## src/rtl/decoder_pkg.sv

```systemverilog
// Shared decode helpers and mode encodings for the registered select decoders.
package decoder_pkg;

  localparam int MAX_SEL_W = 8;
  localparam int MAX_N_OUT = 2 ** MAX_SEL_W;

  localparam logic MODE_DIRECT = 1'b0;
  localparam logic MODE_SCAN   = 1'b1;

  typedef logic [MAX_N_OUT-1:0] onehot_t;

  // Callers narrow the result to their own output count with a size cast.
  function automatic onehot_t onehot(input logic [MAX_SEL_W-1:0] idx);
    onehot_t v;
    v      = '0;
    v[idx] = 1'b1;
    return v;
  endfunction

endpackage

```

## src/rtl/scan_prescaler.sv

```systemverilog
// Scan-rate prescaler: counts enabled cycles and flags the edge where the index should advance.
module scan_prescaler #(
  parameter int DIV_W = 16
) (
  input  logic             clk_i,
  input  logic             rst_i,
  input  logic             en_i,
  input  logic             clr_i,
  input  logic [DIV_W-1:0] div_i,
  output logic             tc_o
);

  logic [DIV_W-1:0] pcnt_q, pcnt_d;

  // >= rather than == so a lowered div forces an advance instead of a long count wrap.
  assign tc_o = en_i & ~clr_i & (pcnt_q >= div_i);

  always_comb begin
    pcnt_d = pcnt_q;
    if (clr_i)
      pcnt_d = '0;
    else if (en_i)
      pcnt_d = tc_o ? '0 : pcnt_q + DIV_W'(1);
  end

  always_ff @(posedge clk_i) begin
    if (rst_i) pcnt_q <= '0;
    else       pcnt_q <= pcnt_d;
  end

endmodule

```

## src/rtl/scan_decoder.sv

```systemverilog
// Registered N-to-2^N decoder with direct select or round-robin auto-scan; all outputs from flops.
module scan_decoder
  import decoder_pkg::*;
#(
  parameter int SEL_W      = 2,
  parameter int DIV_W      = 16,
  parameter bit ACTIVE_LOW = 1'b0
) (
  input  logic                clk_i,
  input  logic                rst_i,
  input  logic                en_i,
  input  logic                mode_i,
  input  logic [SEL_W-1:0]    sel_i,
  input  logic [DIV_W-1:0]    div_i,
  output logic [2**SEL_W-1:0] out_o,
  output logic [SEL_W-1:0]    idx_o,
  output logic                step_o,
  output logic                wrap_o
);

  localparam int N_OUT = 2 ** SEL_W;
  localparam logic [N_OUT-1:0] INACTIVE = ACTIVE_LOW ? {N_OUT{1'b1}} : '0;

  logic [SEL_W-1:0] idx_q, idx_d;
  logic [N_OUT-1:0] out_q, out_d;
  logic             step_q, step_d;
  logic             wrap_q, wrap_d;
  logic             clr;
  logic             tc;

  assign clr = en_i & (mode_i == MODE_DIRECT);

  scan_prescaler #(.DIV_W(DIV_W)) u_prescaler (
    .clk_i (clk_i),
    .rst_i (rst_i),
    .en_i  (en_i),
    .clr_i (clr),
    .div_i (div_i),
    .tc_o  (tc)
  );

  always_comb begin
    idx_d  = idx_q;
    step_d = 1'b0;
    wrap_d = 1'b0;
    if (en_i) begin
      if (mode_i == MODE_DIRECT) begin
        idx_d = sel_i;
      end else if (tc) begin
        idx_d  = idx_q + SEL_W'(1);
        step_d = 1'b1;
        wrap_d = (idx_q == {SEL_W{1'b1}});
      end
    end
    // Decode the next index so out and idx update together on the same edge.
    out_d = en_i ? (N_OUT'(onehot(MAX_SEL_W'(idx_d))) ^ INACTIVE) : INACTIVE;
  end

  always_ff @(posedge clk_i) begin
    if (rst_i) begin
      idx_q  <= '0;
      out_q  <= INACTIVE;
      step_q <= 1'b0;
      wrap_q <= 1'b0;
    end else begin
      idx_q  <= idx_d;
      out_q  <= out_d;
      step_q <= step_d;
      wrap_q <= wrap_d;
    end
  end

  assign out_o  = out_q;
  assign idx_o  = idx_q;
  assign step_o = step_q;
  assign wrap_o = wrap_q;

endmodule
```

## config.mk

```make
export PLATFORM = sky130hd
export DESIGN_NAME = scan_decoder
export DESIGN_NICKNAME = d
export VERILOG_FILES = /design/src/rtl/decoder_pkg.sv /design/src/rtl/scan_prescaler.sv /design/src/rtl/scan_decoder.sv
export SDC_FILE = /design/constraint.sdc
export NUM_CORES = 1
export LEC_CHECK = 0
export CORE_AREA = 5 5 69 71
export DETAILED_ROUTE_END_ITERATION = 8
export DIE_AREA = 0 0 74 76
export GPL_TIMING_DRIVEN = 0
export PLACE_DENSITY = 0.7
export SYNTH_ARGS = -nofsm -noshare
export SYNTH_HDL_FRONTEND = slang
export SYNTH_SLANG_ARGS = --single-unit
export TNS_END_PERCENT = 1
```

## constraint.sdc

```tcl
create_clock -name clk_i -period 2.7 [get_ports clk_i]
set_input_delay 0.54 -clock clk_i [delete_from_list [all_inputs] [get_ports clk_i]]
set_output_delay 0.54 -clock clk_i [all_outputs]
set_load 0.01 [all_outputs]
```

; Word level (Yosys, flattened, before mapping)
; Cells that the tools add are included.
[word_totals]
out_inout_bits = 8
reg_bits = 24
word_cells = 30
inputBits = 22
mem_count = 0
ramBits = 0
rom_bits = 0
latchBits = 0
[classes]
mux = 7
reduce_logical = 5
n_addsub = 2
n_bitwise = 7
order_cmp = 3
multipliers = 0
div_mod_pow = 0
n_shift = 0
n_eq_ne = 1
[op_table]
columns = operator, count
row1 = "adder 16 x 1 -> 16 bit, second input constant", 1
row2 = greater-or-equal comparator 16 bit, 1
row3 = 2-to-1 mux 16 bit, 1
row4 = "less-than comparator 2 x 9 -> 1 bit, second input constant", 1
row5 = 2-to-1 mux 2 bit, 3
row6 = NOT 1 bit, 4
row7 = OR reduction 2 bit, 2
row8 = OR reduction 4 bit, 1
row9 = bitwise AND 1 bit, 3
row10 = OR reduction 3 bit, 1
row11 = "adder 2 x 1 -> 2 bit, second input constant", 1
row12 = demux 1 bit (select 2 bit), 1
row13 = "== test 2 bit, second input constant", 1
row14 = "greater-or-equal comparator 2 x 1 -> 1 bit, second input constant", 1
row15 = 2-to-1 mux 1 bit, 2
row16 = logical AND 1 bit, 1

; Depth between registers and ports, before layout
; Gate-level depths: netlist (run 1).
[depth]
ltp_word = 12
mapped_depth = 8

; Hierarchy
; From an unflattened synthesis (run 1), not the netlist that was laid out.
[hier_totals]
cells_unflattened = 173
hier_area_um2 = 1462.7
[by_module_without_submodules]
columns = module, seq_area_each_um2, area_per_inst_um2, cells_per_inst, instances
row1 = scan_prescaler, 320.3, 1137.3, 140, 1
row2 = scan_decoder, 160.2, 325.3, 33, 1

; Least setup slack after synthesis (run 1)
; Ideal clock, no wire load.
[synth_path]
path_type = input to register
from = input port div_i[15]
to = register idx_q[0] (netlist: idx_o[0])
arrival_time_ns = 2.346
path_slack_ns = 0.230
stages = 7
n_path_buf = 0
setup_time_ns = 0.123
path_cell_list = inv_1 > ha_1 > nand4_1 > or3_1 > or4_4 > nand3_4 > mux2_1
[synth_between]
elab_chain_cells = 5
[synth_lines]
columns = item, line_no
row1 = start: declaration, scan_decoder.sv:14  ; input logic [DIV_W-1:0] div_i,
row2 = greater-or-equal comparator 16 bit, scan_prescaler.sv:16  ; assign tc_o = en_i & ~clr_i & (pcnt_q >= div_i);
row3 = bitwise AND 1 bit, scan_prescaler.sv:16
row4 = 2-to-1 mux 2 bit, scan_decoder.sv:49  ; end else if (tc) begin
row5 = 2-to-1 mux 2 bit, scan_decoder.sv:47  ; if (mode_i == MODE_DIRECT) begin
row6 = 2-to-1 mux 2 bit, scan_decoder.sv:46  ; if (en_i) begin
row7 = end signal: assignment, scan_decoder.sv:66  ; idx_q <= idx_d;
row8 = end: declaration, scan_decoder.sv:24  ; logic [SEL_W-1:0] idx_q, idx_d;
; Every way passes these cells.
; A chain may end at the register's enable or synchronous reset.

; Final worst setup path (run 1)
[layout_path]
from = input port div_i[11]
to = register u_prescaler.pcnt_q[15]
[layout_between]
elab_chain_cells = 3
[layout_lines]
columns = item, line_no
row1 = greater-or-equal comparator 16 bit, scan_prescaler.sv:16
row2 = bitwise AND 1 bit, scan_prescaler.sv:16
row3 = 2-to-1 mux 16 bit, scan_prescaler.sv:23  ; pcnt_d = tc_o ? '0 : pcnt_q + DIV_W'(1);
row4 = end signal: assignment, scan_prescaler.sv:28  ; else pcnt_q <= pcnt_d;
row5 = end: declaration, scan_prescaler.sv:13  ; logic [DIV_W-1:0] pcnt_q, pcnt_d;
; Every way passes these cells.

==> impl_results.md, run 1 <==
- Fin nets: between 200 and 300
- Post-Syn Instances: 178
- Crit path largest cell delay: 0.54 ns
- R2R depth: 7
- Grt ovf: 0
- Min Tclk post-route: ~2.6 ns
- Clock root cell: clkbuf_8
- Arr. time, crit path: approximately 2.8 ns
- GPL Wtd Cong: 0.746
- Psw: roughly 170 uW
- Sw frac: 0.236
- #FFs+latches synth: 24
- Unrepaired setup endpoints after global routing: false
- Area Growth Syn to Fin: 33.4%
- Post-Synth XOR/XNOR Area: 0.0786
- H-Tree Depth: 1
- Hold_buf cts: 0
- Worst Path Required: approximately 2.9 ns
- Wire length per cell: between 10 and 15 um
- Clock transition at path regs: ~0.090 ns
- Status: finished clean
- GR Util All Layers: 0.117
- Clock sink count: 24
- # rows: 24
- Worst-Margin Slew: ~0.5 ns
- Synth Area in Compound Gates: 0.0650
- Post-synthesis sequential area ratio: 0.308
- CTS tree: yes
- Min-delay worst type: reg -> reg
- Top_reg_cell synth: dfxtp_1
- Cell depth of the worst setup path: 9
- Clock share of power: 0.338
- R2r endpoint: u_prescaler.pcnt_q[15]
- DRC Markers: 0
- Die span in y: 76 um
- Period utilization: 0.965
- Mux contribution to synthesized area: 0.0666
- Largest net degree at the start of global routing: 14
- Port bufs: 29
- Initial Util: 0.374
- Reg-to-reg critical path startpoint: u_prescaler.pcnt_q[12]
- Io pins: 30
- Die area: 5620 um^2
- Comb power frac: 0.162
- WS Path Type: in -> reg
- Clock buffer depth: 2
- Leakage: just under 0.0009 uW
- Mapped Area: ~1600 um^2
- Top cell type's share of synthesized area: 0.308
- Crit-path leading delay family: simple AND/OR/NAND/NOR gates
- Setup TNS: 0 ns
- Cell chain of the critical path: clkdlybuf4s50_1 -> inv_1 -> ha_1 -> nand2_1 -> or3_4 -> or4_4 -> a31oi_4 -> clkbuf_16 -> nor2_2
- Die W: ~74 um
- Hold depth: 2
- Clock Latency Late Sink: about 0.26 ns
- FFs w/ async S/R, synth: 0
- Critical-path maximum fanout: 5
- Setup violators final: 0
- DRT Pass-1 Iters: 4
- Share of cells above drive strength 1: 0.153
- Hpwl dp: ~2500 um
- Worst Setup Start Kind: input pin
- Endpoint, Worst Hold: u_prescaler.pcnt_q[1]
- Yosys cell types: 36
- First-pass GRT wire length: 5360 um
- HP Start: u_prescaler.pcnt_q[1]
- Total Power: just over 700 uW
- Number of antenna diodes: 0
- Flop2flop setup slack: 0.39 ns
- Largest area contributor in the synthesized netlist: dfxtp_1
- Vias in the first global route: roughly 1,200
- P_int: 555 uW
- Final Max Slew Viols: 0
- Syn_area_per_cell: 8.77 um^2
- Synth Area in Simple Gates: 0.285
- Largest family of logic cells by synthesized area: simple AND/OR/NAND/NOR gates
- Crit end category: register
- Maximum clock rate: approximately 0.38 GHz
- Fillers: around 400
- Routed WL: roughly 3200 um
- Via count: between 1,000 and 1,500
- Worst path bufs/invs: 3
- Iter 0 DRT Violations: between 40 and 50
- Power per standard cell area: 349 nW/um^2
- Worst Clk Skew: 0.00808 ns
- Sequential share of power: 0.499
- Slowest-stage cell, CP: or4_4
- Area taken by multi-input logic gates: ~1000 um^2
- EDFF count, synth: 0
- Seq. cell area: slightly below 500 um^2
- Final hold vios: 0
- DR vias/cell: roughly 5
- Mapped Nets: 218
- Syn. warnings: 0
- Maxcap violations: 0
- Core area: between 4000 and 5000 um^2
- Max VDD drop: around 0.22 mV
- Cts bufs inserted: 3
- Relative slew slack: 0.663
- Top post-synthesis cells by area: dfxtp_1 (31%), ha_1 (14%), xor2_1 (6.2%)
- Initial antenna violation count: 0
- Post-route ant nets: 0
- Synth Area in Adders: 0.144
==> Yosys cell counts (2+ instances only) <==
cell type and instances:
mux2_1 2, xor2_1 11, clkbuf_1 2, and3_1 5
and4_1 3, mux2i_1 7, xnor2_1 3, nand4_1 9
nand3b_1 2, o21ai_1 3, nor2_2 10, nor2b_1 3
a21oi_1 4, nand3_1 9, dfxtp_1 24, nand2b_1 4
ha_1 18, nand2_1 14, inv_1 16, nor2_1 12
nor3_1 2
==> power by group through the flow <==
stage / Combinational, uW / Sequential [uW] / Clock [uW]
6_report: 118 / 363 / 246
5_1_grt: 130 / 364 / 271
4_1_cts: 111 / 363 / 254
3_5_place_dp: 107 / 371 / 0
3_3_place_gp: 105 / 371 / 0
2_1_floorplan: 54.6 / 372 / 0
==> logic make-up (layout without fill, tap and decap cells) <==
group,count (synthesis),count (layout)
AOI/OAI and AO/OA,14,14
buffers and inverters,20,58
DFF,24,24
and+or+nand+nor,78,78
muxes,10,10
adders and majority gates,18,18
xor gates and xnor gates,14,14
==> through the flow <==
step	instances	utilization	instance area [um^2]	setup slack, ns	hold slack (ns)
5_1_grt	268	0.499	2080	0.000669	0.585
3_3_place_gp	259	0.459	1920	-0.404	0.512
4_1_cts	267	0.481	2010	0.00152	0.546
2_1_floorplan	178	-	1560	0.230	0.486
6_report	268	0.499	2080	0.0955	0.548
3_5_place_dp	259	0.459	1920	-0.416	0.524
==> state kept, by name, summed over array words and instances, names as in the netlist <==
signal,count
idx_o,2
step_o,1
u_prescaler.pcnt_q,16
out_o,4
wrap_o,1
==> worst min-delay path, cell delays in order, from the launching register on <==
cell and delay [ns]:
dfxtp_1 0.38, nand2_1 0.08, o31ai_1 0.06
==> cells in the final DEF (no fill, tap or decap), drive strengths merged <==
cell type	instances
clkdlybuf4s50	25
dfxtp	24
nor2	22
ha	18
inv	16
nand2	14
xor2	11
nand3	10
nand4	9
mux2i	7
clkbuf	7
buf	6
and3	5
nand2b	4
a21oi	4
dlymetal6s2s	4
o21ai	4
and4	3
nor2b	3
xnor2	3
mux2	3
nor3	2
nand3b	2
a2111oi	1
or3	1
o21a	1
or4	1
a31o	1
o21bai	1
nor4	1
a31oi	1
or3b	1
o31ai	1
==> how the worst max path moves through the flow <==
| stage | startpoint | endpoint | slack, ns |
|---|---|---|---|
| 3_3_place_gp | div_i[15] | idx_o[0] | -0.40 |
| 4_1_cts | div_i[15] | idx_o[1] | 0.002 |
| 3_5_place_dp | div_i[15] | u_prescaler.pcnt_q[3] | -0.42 |
| 5_1_grt | div_i[11] | u_prescaler.pcnt_q[15] | 0.0007 |
| 6_report | div_i[11] | u_prescaler.pcnt_q[15] | 0.1 |
| 2_1_floorplan | div_i[15] | idx_o[0] | 0.23 |
==> timing repair <==
action,in CTS,in global routing
setup endpoints to repair,12,21
buffers inserted,4,0
pin swaps,4,7
gates cloned,0,1
resized for setup,2,10
==> per-layer routing <==
metal  track usage  up-vias  wire length (um)
li1              -      699                 -
met3        0.0145        2               127
met2         0.198       18              1550
met5             0        -                 0
met4        0.0435        0                36
met1         0.148      604              1460
==> layout make-up <==
| cell class | instances | share of cell area |
|---|---|---|
| inverter | 16 | 0.0288 |
| multi-input combinational | 134 | 0.499 |
| tap | 52 | 0.0312 |
| buffer | 4 | 0.0126 |
| sequential | 24 | 0.231 |
| clock buffer | 4 | 0.0264 |
| timing repair buffer | 34 | 0.171 |
No activity file was read; power rests on OpenSTA's default activity.
==> inputs of run 2 (changes only) <==
- CORE_AREA: 5 5 69 71 -> 5 5 85 87
- DIE_AREA: 0 0 74 76 -> 0 0 90 92
- PLACE_DENSITY: 0.7 -> 0.52
==> impl_results.md, run 2 (synthesized netlist as in run 1, its figures left out) <==
- Worst-Margin Slew: 0.454 ns
- Setup TNS: 0 ns
- Highest routed layer: met3
- Arr. time, crit path: ~2.8 ns
- Die span in y: around 92 um
- Fin nets: roughly 260
- Number of antenna diodes: 0
- Die area: ~8300 um^2
- Final hold vios: 0
- DR vias/cell: roughly 4.4
- Leakage: 0.000899 uW
- Largest net degree at the start of global routing: 15
- WS Path Type: in -> reg
- DR WL met3: 136 um
- Hpwl dp: 2550 um
- R2R depth: 6
- Max VDD drop: ~0.22 mV
- Min Tclk post-route: 2.60 ns
- DRC Markers: 0
- Clock transition at path regs: around 0.10 ns
- Grt ovf: 0
- Via count: between 1,000 and 1,500
- Post-Layout Cell Count: between 200 and 300
- Relative slew slack: 0.690
- Routed WL: ~3400 um
- R2r endpoint: idx_o[1]
- # rows: 29
- Post-DP Area: a little under 2000 um^2
- Initial antenna violation count: 0
- Met1 Routed Length: approximately 1800 um
- Top reg by flops: u_prescaler.pcnt_q
- Final Max Slew Viols: 0
- CP startpoint: div_i[11]
- Period utilization: 0.963
- Critical-path maximum fanout: 6
- Most frequent cells in the layout: clkdlybuf4s50_1 (25), dfxtp_1 (24), ha_1 (15), inv_1 (13), nand2_1 (13)
- Setup violators final: 0
- Die W: approximately 90 um
- Clock root cell: clkbuf_8
- Maxcap violations: 0
- Clock Latency Late Sink: 0.27 ns
- Vias in the first global route: roughly 1,300
- Unrepaired setup endpoints after global routing: false
- DRT Pass-1 Iters: 4
- Hold depth: 2
- Port bufs: 29
- Post-layout util: 0.343
- Max reg flops: 16
- Cts bufs inserted: 3
- Worst Setup Start Kind: input pin
- Reg-to-reg critical path startpoint: u_prescaler.pcnt_q[14]
- Clock buffer depth: 2
- Fin area: 2150 um^2
- H-Tree Depth: 1
- Hold_buf cts: 0
- Crit end category: register
- Power per standard cell area: approximately 380 nW/um^2
- Clock sink count: 24
- First-pass GRT wire length: 5800 um
- GPL Wtd Cong: between 0.7 and 0.8
- Most common cell after layout, fill and taps aside: clkdlybuf4s50_1
- Share of cells above drive strength 1: 0.171
- GR Util All Layers: 0.0817
- Flop2flop setup slack: 0.38 ns
- Io pins: 30
- Core area: 6280 um^2
- Post-route ant nets: 0
- Wire length per cell: between 10 and 15 um
- Area Growth Syn to Fin: 37.9%
- Maximum clock rate: 0.385 GHz
- Endpoint, Worst Hold: u_prescaler.pcnt_q[0]
- Iter 0 DRT Violations: 50
- Placed instance count: approximately 280
- Initial Util: 0.249
- CTS tree: yes
- Met2 Routed Length: between 1500 and 2000 um
- Hold WS: around 0.55 ns
- Status: finished clean
- Worst Clk Skew: 0.00869 ns
- Min-delay worst type: reg -> reg
- Worst Path Required: between 2 and 3 ns
- HP Start: u_prescaler.pcnt_q[0]
-- run 2: changes by cell type in the layout (fill, tap and decap cells not counted), sizes merged --
cell / previous run / this run
clkbuf: 7 / 6
bufinv: 0 / 1
-- run 2: critical path: stages --
cell and delay (ns):
clkdlybuf4s50_1 0.45, inv_1 0.04, ha_1 0.29, nand2_2 0.06
or3_4 0.38, or4_4 0.54, nand3_4 0.14, mux2_4 0.31
-- run 2: what timing repair did --
| action | 4_1_cts | 5_1_grt |
|---|---|---|
| gates cloned | 0 | 1 |
| gates resized for setup | 3 | 15 |
| buffers inserted | 4 | 0 |
| endpoints found under the setup margin | 13 | 18 |
| hold endpoints to repair | 0 | 0 |
| pin swaps | 4 | 6 |
-- run 2: power by group --
group	internal (uW)	leakage [uW]	switching (uW)	total, uW
sequential	358	0.000194	4.59	363
combinational	68.3	0.000670	52.6	121
clock	198	0.0000357	126	324
-- run 2: worst max path at each step --
stage	to	slack, ns	depth (start not counted)
2_1_floorplan	idx_o[0]	0.23	7
3_3_place_gp	idx_o[1]	-0.43	8
3_5_place_dp	idx_o[1]	-0.46	8
4_1_cts	idx_o[1]	-0.008	8
5_1_grt	out_o[2]	0.01	9
6_report	idx_o[1]	0.10	8
-- run 2: final cells by class --
cell class / instances / area, um^2
fill: 666 / 4130
multi-input combinational: 134 / 1050
sequential: 24 / 480
timing repair buffer: 34 / 363
tap: 77 / 96.3
inverter: 16 / 60.1
clock buffer: 3 / 41.3
clock inverter: 1 / 30.0
buffer: 4 / 26.3
-- run 2: per-stage QoR --
stage	worst slack [ns]	power (uW)
2_1_floorplan	0.230	426
5_1_grt	0.0104	847
6_report	0.101	808
4_1_cts	-0.00779	805
3_3_place_gp	-0.435	478
3_5_place_dp	-0.456	479
-- run 2: layer usage --
layer | up-vias | global-route usage
met4 | 0 | 0.0149
met3 | 0 | 0.0213
met5 | - | 0
li1 | 692 | -
met2 | 24 | 0.135
met1 | 572 | 0.108
==> inputs of run 3 (changes only) <==
- ABC_CLOCK_PERIOD_IN_PS: unset -> 2700
- CORE_AREA: 5 5 85 87 -> 2 2 82 84
- CTS_CLUSTER_SIZE: unset -> 10
- DIE_AREA: 0 0 90 92 -> 0 0 84 86
==> impl_results.md, run 3 (synthesized netlist as in run 1, its figures left out) <==
- Largest net degree at the start of global routing: 13
- Most frequent cells in the layout: clkdlybuf4s50_1 (25), dfxtp_1 (24), ha_1 (14), inv_1 (13), nand2_1 (13)
- HP Start: u_prescaler.pcnt_q[1]
- Min-delay worst type: reg -> reg
- Worst Clk Skew: 0.00406 ns
- Die span in y: roughly 86 um
- Initial antenna violation count: 0
- Power per standard cell area: between 300 and 400 nW/um^2
- Core area: between 6000 and 7000 um^2
- Iter 0 DRT Violations: 21
- Area Growth Syn to Fin: 37.1%
- Clock sink count: 24
- Worst Setup Start Kind: input pin
- Share of cells above drive strength 1: 0.167
- First-pass GRT wire length: 5750 um
- Hpwl dp: between 2000 and 2500 um
- Unrepaired setup endpoints after global routing: false
- Number of antenna diodes: 0
- Leakage: 0.000884 uW
- Grt ovf: 0
- Reg-to-reg critical path startpoint: u_prescaler.pcnt_q[14]
- Worst-Margin Slew: between 0.4 and 0.5 ns
- Setup WS post-layout: ~0.077 ns
- Final Max Slew Viols: 0
- Die W: 84 um
- H-Tree Depth: 1
- Maximum clock rate: ~0.38 GHz
- DRC Markers: 0
- Min Tclk post-route: approximately 2.6 ns
- Clock buffer depth: 2
- Placed instance count: approximately 280
- CP startpoint: div_i[11]
- Port bufs: 29
- Critical-path maximum fanout: 5
- # rows: 29
- Post-Layout Cell Count: a little under 300
- DR vias/cell: about 4.4
- Initial Util: 0.249
- Relative slew slack: 0.701
- GPL Wtd Cong: slightly below 0.8
- Wire length per cell: between 10 and 15 um
- Die area: about 7200 um^2
- Clock transition at path regs: ~0.080 ns
- Status: finished clean
- Max reg flops: 16
- Period utilization: 0.972
- Top reg by flops: u_prescaler.pcnt_q
- Post-layout util: 0.341
- Pre-CTS setup slack: -0.456 ns
- Most common cell after layout, fill and taps aside: clkdlybuf4s50_1
- Crit end category: register
- Setup violators final: 0
- CTS tree: yes
- Fin nets: around 260
- Cts bufs inserted: 3
- Post-route ant nets: 0
- Vias in the first global route: around 1,300
- Io pins: 30
- Max VDD drop: 0.180 mV
- Clock Latency Late Sink: between 0.2 and 0.3 ns
- GR Util All Layers: 0.0942
- Worst Path Required: between 2 and 3 ns
- Final hold vios: 0
- Clock root cell: clkbuf_8
- Via count: around 1,300
- Maxcap violations: 0
- Routed WL: between 3000 and 4000 um
- DRT Pass-1 Iters: 4
- WS Path Type: in -> reg
- Arr. time, crit path: roughly 2.8 ns
-- run 3: cell type report --
cell class / count / area (um^2)
Tap cell: 77 / 96.3
Clock buffer: 3 / 41.3
Sequential cell: 24 / 480
Buffer: 4 / 26.3
Fill cell: 673 / 4140
Timing Repair Buffer: 34 / 372
Inverter: 16 / 60.1
Multi-Input combinational cell: 134 / 1060
-- run 3: worst max-delay path: stages --
cell,delay [ns]
clkdlybuf4s50_1,0.47
inv_1,0.06
ha_4,0.27
nand2_2,0.05
or3_4,0.38
or4_4,0.54
a31oi_4,0.24
clkbuf_16,0.20
nor2_2,0.04
-- run 3: path summary, 6_finish.rpt --
kind,end,slack [ns],depth (start not counted)
hold reg to reg,u_prescaler.pcnt_q[1],0.55,2
hold / removal,u_prescaler.pcnt_q[1],0.55,2
setup reg to reg,u_prescaler.pcnt_q[3],0.38,7
setup / recovery,u_prescaler.pcnt_q[3],0.08,9
-- run 3: metal layers --
metal	vias to the layer above	global-route usage	part of all wire
met3	2	0.0164	0.035
li1	692	-	-
met1	571	0.123	0.52
met5	-	0	0
met2	18	0.161	0.44
met4	0	0.0264	0.0043
-- run 3: timing repair --
item	in CTS	in global routing
setup buffers	4	0
pin swaps	4	6
cloned	0	1
resized for setup	2	15
hold buffers	0	0
endpoints found under the setup margin	13	21
-- run 3: where the power goes --
group / total [uW] / internal [uW] / switching, uW
Clock: 210 / 99.7 / 111
Sequential: 363 / 358 / 4.70
Combinational: 122 / 69.4 / 52.9
Total: 696 / 527 / 168
-- run 3: per-stage QoR --
| stage | hold slack [ns] | cell area [um^2] | setup TNS [ns] | total power, uW |
|---|---|---|---|---|
| floorplan | 0.486 | 1560 | 0 | 426 |
| global placement | 0.518 | 1950 | -7.85 | 478 |
| CTS | 0.550 | 2050 | -0.00403 | 697 |
| detailed placement | 0.522 | 1950 | -8.33 | 480 |
| finish | 0.548 | 2140 | 0 | 696 |
| global route | 0.586 | 2140 | 0 | 731 |
==> RTL change (settings of run 2) <==
The parameter `ACTIVE_LOW` goes from 1'b0 to 1'b1.
--- a/src/rtl/scan_decoder.sv
+++ b/src/rtl/scan_decoder.sv
@@ -4,7 +4,7 @@
 #(
   parameter int SEL_W      = 2,
   parameter int DIV_W      = 16,
-  parameter bit ACTIVE_LOW = 1'b0
+  parameter bit ACTIVE_LOW = 1'b1
 ) (
   input  logic                clk_i,
   input  logic                rst_i,
Formal check against the unedited RTL: not equivalent (Yosys sat finds a counterexample within 4 cycles, from zero or initial values and one cycle with rst_i high).
==> RTL change against run 2 <==
Worst setup slack improved by 33 ps. Wire length up 9.1%. Area after synthesis increased by 2.2%. Register-to-register slack better by 140 ps. Count of clock-buffer cells in the layout unchanged. Combinational power is 7% lower. Clock skew fell by 2.3 ps. Synthesized cell count is 3.4% higher. Power decreased by 15%. Via count increased by 7.9%. Sequential cell count did not move. Cell area fell by 6.0%. First-iteration DRC count rose by 32%.
==> RTL change: results (changes against run 2) <==
Parameter                              Value

Worst setup path
  Largest stage delay on the critical path ... 530 ps
  Origin of the critical flop-to-flop path ... u_prescaler.pcnt_q[13]
  CP Max Fanout ... 10 (+4)
  Setup slack, reg-to-reg ... 520 ps (+140 ps)
  Worst-path cell with the longest stage delay ... or4_4
  Crit path to ... u_prescaler.pcnt_q[9]
  Origin of the worst setup path ... div_i[13]
  Depth of the worst register-to-register path ... 7 (+1)
  Crit path arrival time ... 2710 ps (-50 ps)
  Destination of the worst register-to-register timing path ... u_prescaler.pcnt_q[9]

Placement
  Area post-placement ... 0.001972 sq mm (+1.3%)
  I/O Buffers ... 28 (-3.4%)
  DP HPWL ... 2917 um (+14%)
  Cell Count Post-Placement ... 289 (+1.8%)
  Routability-driven placement congestion ratio ... 0.7803 (+0.27%)

GRT
  GRT Util Overall ... 0.09148 (+0.009784)
  Number of antenna violations at the first check in global routing ... 0 (unchanged)
  Number of global-route vias before repair ... 1417 (+11%)
  Pin count of the biggest net entering global routing ... 13 (-2)
  Wire length of the first global-routing pass ... 6451 um (+11%)

Final layout
  Share of cells above drive strength 1 ... 0.06977 (-0.1015)
  Final Non-Filler Cells ... 292 (-0.34%)
  Filler cell count in the final layout ... 657 (-1.4%)
  Antenna diode count ... 0 (unchanged)
  Number of nets in the layout ... 257 (unchanged)
  Largest register by flop count ... u_prescaler.pcnt_q

Synth
  Number of cells produced by synthesis ... 184 (+3.4%)
  Top cells by area, synth ... dfxtp_1, ha_1, nor3_1
  Async set-or-reset flop fraction in the synthesized netlist ... 0 (unchanged)
  Syn. warnings ... 0 (unchanged)
  Fraction of the yosys area taken by sequential cells ... 0.3012 (-0.006763)
  Syn Nets ... 224 (+2.8%)
  Top post-synthesis cells by count ... dfxtp_1, inv_1, ha_1, nor3_1, nand4_1
  Main flop type after synthesis ... dfxtp_1
  Synth cell types ... 38 (+5.6%)

STA
  Worst hold slack across all endpoints ... 528.6 ps (-19.72 ps)
  Worst clock skew ... 6.396 ps (-2.294 ps)
  Worst-case headroom to the max-slew limit ... 0.6428 (-0.04668)

CTS
  Worst-path clk slew ... 90 ps
  Root Driver ... clkbuf_8
  Maximum number of buffers from clock root to sink ... 2 (unchanged)
  Number of buffers created by CTS ... 3 (unchanged)
  H-tree depth ... 1 (unchanged)
  Clock network latency to the later pin of the worst-skew pair ... 270 ps (about the same)
  Setup Buffers After CTS ... 0 (-4)
  Count of cells resized by post-cts repair ... 0 (-3)

Power
  Worst IR drop on VDD ... 0.1647 mV (-26%)
  Static power due to leakage ... 0.8238 nW (-8.4%)

Status
  Run status ... completed

Drt
  Detailed-route vias per instance ... 4.760 (+8.3%)
  DRC violation total after the first TritonRoute iteration ... 66 (+32%)
  Average wire per standard cell ... 12.78 um (+9.5%)
  Detailed-router iteration count before antenna repair ... 4 (unchanged)
[RTL change: worst max-delay path: cells and delay by family]
family	cells	cell delay [ps]
and+or+nand+nor	4	930
buffers and inverters	3	690
adders and majority gates	1	280
AOI/OAI and AO/OA	1	270
[RTL change: cell families (layout without fill, tap and decap cells)]
family / count (synthesis) / count (layout) / share of synthesized area
AND/OR/NAND/NOR: 71 / 71 / 0.2479
buffers and inverters: 28 / 59 / 0.07059
flip-flops: 24 / 24 / 0.3012
AO/OA/AOI/OAI: 22 / 22 / 0.1169
adder cells (fa/ha/maj): 18 / 18 / 0.1412
XOR/XNOR: 14 / 14 / 0.07686
multiplexers: 7 / 7 / 0.04549
[RTL change: per-stage QoR]
step | power, mW | setup slack (ps)
finish | 0.6863 | 133.8
CTS | 0.7023 | 51.45
detailed placement | 0.4824 | -229.7
global placement | 0.4808 | -232.1
floorplan | 0.4291 | 392.8
global route | 0.7152 | 20.99
[RTL change: worst min path at each step]
stage / from / end / depth (start not counted)
3_3_place_gp: u_prescaler.pcnt_q[1] / u_prescaler.pcnt_q[1] / 2
2_1_floorplan: u_prescaler.pcnt_q[1] / u_prescaler.pcnt_q[1] / 2
5_1_grt: u_prescaler.pcnt_q[1] / u_prescaler.pcnt_q[1] / 2
6_report: u_prescaler.pcnt_q[1] / u_prescaler.pcnt_q[1] / 2
4_1_cts: u_prescaler.pcnt_q[1] / u_prescaler.pcnt_q[1] / 2
3_5_place_dp: u_prescaler.pcnt_q[1] / u_prescaler.pcnt_q[1] / 2
[RTL change: per-layer routing]
layer	wire length (um)	global-route usage	vias to the layer above
met3	137	0.01555	5
met5	0	0	-
met1	1889	0.1241	627
met4	36	0.02233	0
li1	-	-	729
met2	1666	0.1512	29
[RTL change: final cells by class]
class	instances	area [sq um]	share of cell area
buffer	6	30.03	0.01486
clock buffer	3	41.29	0.02043
inverter	22	82.58	0.04087
multi-input combinational	132	1010	0.4997
sequential	24	480.5	0.2378
tap	77	96.34	0.04768
timing repair buffer	28	280.3	0.1387
[RTL change: power breakdown]
part / internal, mW / switching, mW
sequential: 0.358 / 0.00376
combinational: 0.0574 / 0.0542
clock: 0.0999 / 0.113
